$ cat config.mk
export PLATFORM = sky130hd
export DESIGN_NAME = fm_decim_squelch
export DESIGN_NICKNAME = d
export VERILOG_FILES = /design/src/rtl/fm_decim_squelch.sv
export SDC_FILE = /design/constraint.sdc
export NUM_CORES = 1
export LEC_CHECK = 0
export ABC_AREA = 1
export BUFFER_PORTS_ARGS = -buffer_cell sky130_fd_sc_hd__buf_2
export CAP_MARGIN = 15
export CELL_PAD_IN_SITES_DETAIL_PLACEMENT = 1
export CELL_PAD_IN_SITES_GLOBAL_PLACEMENT = 2
export CORE_ASPECT_RATIO = 0.8
export CORE_MARGIN = 2
export CORE_UTILIZATION = 39
export CTS_BUF_LIST = sky130_fd_sc_hd__clkbuf_8
export DETAILED_ROUTE_END_ITERATION = 12
export PLACE_DENSITY_LB_ADDON = 0.1
export SETUP_SLACK_MARGIN = 0.02
export SLEW_MARGIN = 25
export SYNTH_ARGS = -nofsm -noshare
export SYNTH_HDL_FRONTEND = slang
export SYNTH_SLANG_ARGS = --single-unit
export TNS_END_PERCENT = 20
$ cat constraint.sdc
create_clock -name clk_in -period 2.9 [get_ports clk_in]
set_input_delay 0.58 -clock clk_in [delete_from_list [all_inputs] [get_ports clk_in]]
set_output_delay 0.58 -clock clk_in [all_outputs]
set_load 0.005 [all_outputs]
$ cat src/rtl/fm_decim_squelch.sv
// fm_decim_squelch: accumulate-and-dump decimator with carrier squelch, optional DC blocker (FM_DCBLOCK_EN), output FIFO
module fm_decim_squelch #(
    parameter int IN_WIDTH   = 12,
    parameter int OUT_WIDTH  = 16,
    parameter int LOG2_DECIM = 3,
    parameter int FIFO_DEPTH = 4,
    parameter int DC_SHIFT   = 6
) (
    input  logic                        clk_in,
    input  logic                        RST_N,
    input  logic signed [IN_WIDTH-1:0]  fm_in,
    input  logic        [IN_WIDTH-1:0]  mag_in,
    input  logic                        in_valid,
    input  logic        [IN_WIDTH-1:0]  sq_thresh,
    output logic signed [OUT_WIDTH-1:0] out_data,
    output logic                        out_valid,
    input  logic                        out_ready,
    output logic                        squelch,
    output logic                        overflow
);
    localparam int ACC_W = IN_WIDTH + LOG2_DECIM;
    localparam int PW = $clog2(FIFO_DEPTH);
    logic signed [ACC_W-1:0] acc, sum;
    logic [LOG2_DECIM-1:0] cnt;
    logic blk_low, low, dump;
    logic signed [OUT_WIDTH-1:0] scaled, samp, wr_data;
    logic samp_vld, wr_vld;
    assign sum = acc + ACC_W'(fm_in);
    assign low = blk_low || (mag_in < sq_thresh);
    assign dump = in_valid && (&cnt);
    generate
        if (ACC_W >= OUT_WIDTH) begin : g_shr
            assign scaled = OUT_WIDTH'(sum >>> (ACC_W - OUT_WIDTH));
        end else begin : g_sext
            assign scaled = OUT_WIDTH'(sum);
        end
    endgenerate
    // Accumulate valid samples, dump one gated and scaled sample per block
    always_ff @(posedge clk_in or negedge RST_N) begin
        if (!RST_N) begin
            acc <= '0;
            cnt <= '0;
            blk_low <= 1'b0;
            squelch <= 1'b0;
            samp <= '0;
            samp_vld <= 1'b0;
        end else begin
            samp_vld <= dump;
            if (dump) begin
                acc <= '0;
                cnt <= '0;
                blk_low <= 1'b0;
                squelch <= low;
                samp <= low ? '0 : scaled;
            end else if (in_valid) begin
                acc <= sum;
                cnt <= cnt + 1'b1;
                blk_low <= low;
            end
        end
    end
`ifdef FM_DCBLOCK_EN
    localparam int DW = OUT_WIDTH + 2;
    logic signed [OUT_WIDTH-1:0] x_prev, y_prev, y_sat;
    logic signed [DW-1:0] y_full;
    logic [DW-OUT_WIDTH:0] top;
    // y_prev is kept saturated, so the sum below always fits in DW bits
    assign y_full = DW'(samp) - DW'(x_prev) + DW'(y_prev) - DW'(y_prev >>> DC_SHIFT);
    assign top = y_full[DW-1:OUT_WIDTH-1];
    assign y_sat = (&top || ~|top) ? y_full[OUT_WIDTH-1:0] : {y_full[DW-1], {(OUT_WIDTH-1){~y_full[DW-1]}}};
    // DC blocker state advances once per dumped sample
    always_ff @(posedge clk_in or negedge RST_N) begin
        if (!RST_N) begin
            x_prev <= '0;
            y_prev <= '0;
            wr_data <= '0;
            wr_vld <= 1'b0;
        end else begin
            wr_vld <= samp_vld;
            if (samp_vld) begin
                x_prev <= samp;
                y_prev <= y_sat;
                wr_data <= y_sat;
            end
        end
    end
`else
    assign wr_data = samp;
    assign wr_vld = samp_vld;
`endif
    logic signed [OUT_WIDTH-1:0] mem [FIFO_DEPTH];
    logic [PW-1:0] wr_ptr, rd_ptr;
    logic [PW:0] count;
    logic full, pop, push;
    assign full = count == (PW+1)'(FIFO_DEPTH);
    assign out_valid = count != '0;
    assign out_data = mem[rd_ptr];
    assign pop = out_valid && out_ready;
    assign push = wr_vld && (!full || pop);
    // Output FIFO; a write into a full FIFO without a pop is dropped and flagged
    always_ff @(posedge clk_in or negedge RST_N) begin
        if (!RST_N) begin
            wr_ptr <= '0;
            rd_ptr <= '0;
            count <= '0;
            overflow <= 1'b0;
            for (int i = 0; i < FIFO_DEPTH; i++) mem[i] <= '0;
        end else begin
            overflow <= wr_vld && full && !pop;
            if (push) begin
                mem[wr_ptr] <= wr_data;
                wr_ptr <= wr_ptr + 1'b1;
            end
            if (pop) rd_ptr <= rd_ptr + 1'b1;
            count <= count + (PW+1)'(push) - (PW+1)'(pop);
        end
    end
endmodule

[Yosys cells after proc, flatten, opt, wreduce, memory -nomap -nowiden]
Cells that the tools add are included.
Storage, ports and cells
  flip-flop bits (word level): 109
  output and inout bits: 19
  word-level logic and storage cells: 53
Cells by class
  add/subtract/negate cells: 6
  magnitude comparators: 4
  eq/ne operators: 1
  mux-type cells: 13
  bitwise gates (word level): 2
  reductions and logical operators: 13
Operators by type and width (count)
  $bwmux W64: 1
  $mux W16: 4
  $bmux W16 S2: 1
  $demux W16 S2: 1
  $mux W15: 2
  $add A15 B12 Y15: 1
  $lt A12 B12 Y1: 1
  $ge A3 B3 Y1 const B: 2
  $logic_and A1 B1 Y1: 6
  $mux W3: 2
  $not A2 Y3: 2
  $add A2 B1 Y2 const B: 2
  $add A3 B1 Y3: 1
  $add A3 B1 Y3 const B: 1
  $eq A3 B3 Y1 const B: 1
  $lt A3 B1 Y1 const B: 1
  $reduce_and A3 Y1: 1
  $reduce_bool A3 Y1: 1
  $sub A3 B1 Y3: 1
  $logic_not A1 Y1: 2
  $logic_or A1 B1 Y1: 2
  $mux W1: 2
  $reduce_bool A2 Y1: 1

[Depth between registers and ports, before layout]
  word-level depth: 6
  mapped depth: 12

[Worst setup path before layout]
OpenSTA, ideal clock, no wires.
  kind: input-to-reg
  from: in out_ready
  to: reg count[2]
  library setup time: 129 ps
  arrival time: 2032 ps
  required time: 2771 ps
  path slack: 740 ps
  cell stages on the path: 10
  buffers on the path: 0
  cell sequence: inv_1 > nand3_4 > nand2_8 > ha_1 > inv_1 > ha_1 > inv_1 > fa_1 > xnor2_1 > xor2_1
On the way
  word-level cells in the longest chain between the ends: 5
RTL lines
  from (decl): line 17  | input logic out_ready,
  $logic_and A1 B1 Y1 (*): line 98  | assign pop = out_valid && out_ready;
  $logic_or A1 B1 Y1: line 99  | assign push = wr_vld && (!full || pop);
  $logic_and A1 B1 Y1: line 99
  $add A3 B1 Y3: line 115  | count <= count + (PW+1)'(push) - (PW+1)'(pop);
  $sub A3 B1 Y3 (*): line 115
  to (signal assigned): line 115
  to (decl): line 93  | logic [PW:0] count;
Mark *: on every way between the ends. The rest lies on a longest branch, timed or not.
A chain may end at the register's enable or synchronous reset.

[Worst setup path in the final report]
  from: reg rd_ptr[0]
  to: out out_data[6]
On the way
  word-level cells in the longest chain between the ends: 4
RTL lines
  from (decl): line 92  | logic [PW-1:0] wr_ptr, rd_ptr;
  from (signal assigned): line 114  | if (pop) rd_ptr <= rd_ptr + 1'b1;
  $not A2 Y3 (not written as such): line 97  | assign out_data = mem[rd_ptr];
  $bmux W16 S2: line 97
  $mux W16 (not written as such) (2 in series): line 97
  to (decl): line 15  | output logic signed [OUT_WIDTH-1:0] out_data,
No other way between the ends. The select of a mux whose other input is x is not followed.

==> impl_metrics.py <==
metrics = {
    "status": {
        "status": "complete, no violations",
    },
    "die": {
        "coreArea_um2": 14400,
        "ios": 59,
        "chipHeight_um": 113,
        "fp.dieW_um": 141,
        "initial_core_util_pct": 40.3,
        "rows": 39,
        "die_area_um2": 15900,
    },
    "timing": {
        "hold_viol": 0,
        "fin_crit_sh_pct": 87.6,
        "max_freq_mhz": 393,
        "min_period_ns": 2.54,
        "setup_tns_ns": 0,
        "finClkSkew_ns": 0.0106,
        "tightest_slew_ns": 0.558,
        "drv_slew": 0,
        "setup_viol": 0,
        "max_slew_margin_pct": 62.7,
        "rsz0062_at_grt": "false",
    },
    "clock_network": {
        "cts_setup_buffers": 0,
        "htreeDepth": 3,
        "ctsHoldBuffers": 0,
        "clk_latency_ns": 0.38,
        "cts_resized": 0,
        "cts_buffer_depth": 2,
        "clkTransAtPathRegs_ns": 0.11,
        "cts-buffers-inserted": 9,
        "ctsRootBufferMaster": "clkbuf_8",
        "cts_tree": "built",
        "cts.sinks": 104,
    },
    "setup_path": {
        "cp_top_family": "buffers and inverters",
        "crit_required_ns": 2.32,
        "crit_arrival_ns": 1.96,
        "startpoint_type": "flop",
        "r2r_cells": 10,
        "end_kind": "output pin",
        "critPathBufInv": 4,
        "crit_path_cell_trace": "buf_4 -> inv_1 -> buf_4 -> o21ai_0 -> o22ai_1 -> buf_2",
        "cp.depth": 6,
        "path_common_cell": "buf_4",
        "slowest_delay_ns": 0.39,
        "worstPathMaxFanout": 30,
        "criticalPathCategory": "flop to output pin",
        "critPathSlowestCell": "dfrtp_1",
    },
    "global_routing": {
        "antenna_found_initial": 0,
        "track_usage_pct": 18.9,
        "grt_pass1_vias": 4570,
        "grt_max_degree": 48,
        "gr-total-overflow": 0,
        "grt_first_pass_wirelength_mm": 23.6,
    },
    "logic_synthesis": {
        "syn_nets": 679,
        "synth_top_flop_cell": "dfrtp_1",
        "synthArstFlopShare_pct": 100,
        "yosysTopAreaCellShare_pct": 44.7,
        "synth_cells": 604,
        "yosysMostFrequentCell": "nand2_1",
        "synth.yosys.warnings": 0,
        "synth_simple_gate_area_share_pct": 16.5,
        "synthMuxAreaShare_pct": 14.2,
        "ys_types": 30,
        "synth_commonest_cells": "nand2_1 (136), dfrtp_1 (104), inv_1 (70)",
        "synth_xor_area_share_pct": 1.96,
        "avgSynthCellArea_um2": 9.63,
        "synth_edf_count": 0,
        "syn_area_um2": 5820,
        "synth_compound_area_share_pct": 7.96,
        "yosys-top-cells-area": "dfrtp_1 (45%), mux2_4 (10%), nand2_1 (8.8%)",
        "synth_top_family_by_area": "simple AND/OR/NAND/NOR gates",
        "synth-seq-cells": 104,
        "ys_seq_area_share_pct": 44.7,
        "synth-adder-area-share_pct": 7.79,
        "synth_area_leader_cell": "dfrtp_1",
    },
    "drt": {
        "post_drt_via_cell_ratio": 5.00,
        "wl_met2_mm": 6.59,
        "route.top_layer_used": "met4",
        "vias": 4257,
        "routed_wirelength_mm": 13.9,
        "drtPass1Iterations": 4,
        "routedWlPerCell_um": 16.4,
        "drc": 0,
        "met1_length_mm": 6.86,
        "ant_nets": 0,
        "drt_iter0_drc": 160,
        "dr_wl_met3_um": 358,
    },
    "finish": {
        "diodes": 0,
        "utilization_pct": 44.9,
        "area_growth_syn_to_layout_pct": 11.5,
        "nets": 738,
        "fillCellCount": 1695,
        "drive_above_1_share_pct": 22.5,
    },
    "flow_run": {
        "maxCapViolations": 0,
    },
    "worst_hold_path": {
        "hp-class": "input port to asynchronous set/reset pin",
    },
    "power": {
        "ir_worst_vdd_mv": 0.294,
        "powerDensity_nw_per_um2": 826,
        "leakage_nw": 3.48,
    },
    "placed_design": {
        "dp_hpwl_mm": 10.3,
        "port_buffers": 58,
        "gp_congestion": 0.794,
    },
}
-- path summary, 6_finish.rpt --
check / start / to / slack (ns)
max in group asynchronous: RST_N / acc[11]$_DFFE_PN0P_ / 2.03
min in group clk_in: in_valid / cnt[1]$_DFFE_PN0P_ / 0.46
worst max-delay path: rd_ptr[0]$_DFFE_PN0P_ / out_data[6] / 0.36
worst min-delay path: RST_N / mem[17]$_DFFE_PN0P_ / 0.12
worst min register to register: cnt[1]$_DFFE_PN0P_ / cnt[1]$_DFFE_PN0P_ / 0.49
worst max register to register: count[1]$_DFF_PN0_ / count[2]$_DFF_PN0_ / 0.71
-- final cells by class --
class	instances	area (um^2)	share of cell area, %
Clock buffer	9	124	1.91
Clock inverter	6	92.6	1.43
Inverter	71	267	4.11
Multi-Input combinational cell	412	2810	43.4
Sequential cell	104	2600	40.1
Tap cell	184	230	3.55
Timing Repair Buffer	65	358	5.52
-- placed cells by master, fill, tap and decap left out --
master,count
inv_6,1
nand3_4,1
mux2_4,40
and2_1,2
o21ai_0,53
bufinv_16,2
fa_1,2
inv_2,1
xnor2_1,7
clkinvlp_4,1
buf_4,7
nor2_1,50
xor2_1,6
nand2_8,1
nand2_1,136
buf_2,57
mux2_2,20
inv_8,1
ha_1,33
nand3b_1,1
nor2_8,4
nand2_2,1
o21ai_1,5
inv_1,70
a21oi_1,14
nand3_2,1
buf_12,1
nor2_4,1
nand3_1,14
clkbuf_8,9
clkinv_2,1
nand4_1,4
o22ai_1,15
a22o_1,1
dfrtp_1,104
-- metal layers --
layer / global-route usage [%] / vias up
li1: - / 2086
met1: 26.2 / 2115
met2: 31.0 / 47
met3: 3.30 / 9
met4: 4.67 / 0
met5: 0 / -
-- sequential cells by signal (all words and copies together), names as in the netlist --
register  flops
samp_vld      1
wr_ptr        2
mem          60
overflow      1
cnt           3
count         3
samp         15
blk_low       1
rd_ptr        2
squelch       1
acc          15
-- power breakdown --
| group | internal, mW | switching (mW) |
|---|---|---|
| Sequential | 1.72 | 0.249 |
| Combinational | 0.912 | 1.46 |
| Clock | 0.489 | 0.529 |
| Total | 3.12 | 2.24 |
-- per-stage QoR --
stage          worst slack, ns  std cells  total power [mW]  instance area [um^2]  hold WS, ns
3_5_place_dp             0.503        836              4.42                  6270        0.475
4_1_cts                  0.331        851              5.46                  6490        0.116
3_3_place_gp             0.595        836              4.33                  6270        0.465
2_1_floorplan            0.740        604              3.58                  5820        0.284
6_report                 0.358        851              5.36                  6490        0.119
5_1_grt                  0.207        851              5.86                  6490        0.132
-- cell families after synthesis --
logic type	count (synthesis)
AOI/OAI and AO/OA	88
muxes	60
adders and majority gates	35
xor gates and xnor gates	13
DFF	104
buffers and inverters	88
and+or+nand+nor	216
No activity file was read; power rests on OpenSTA's default activity.
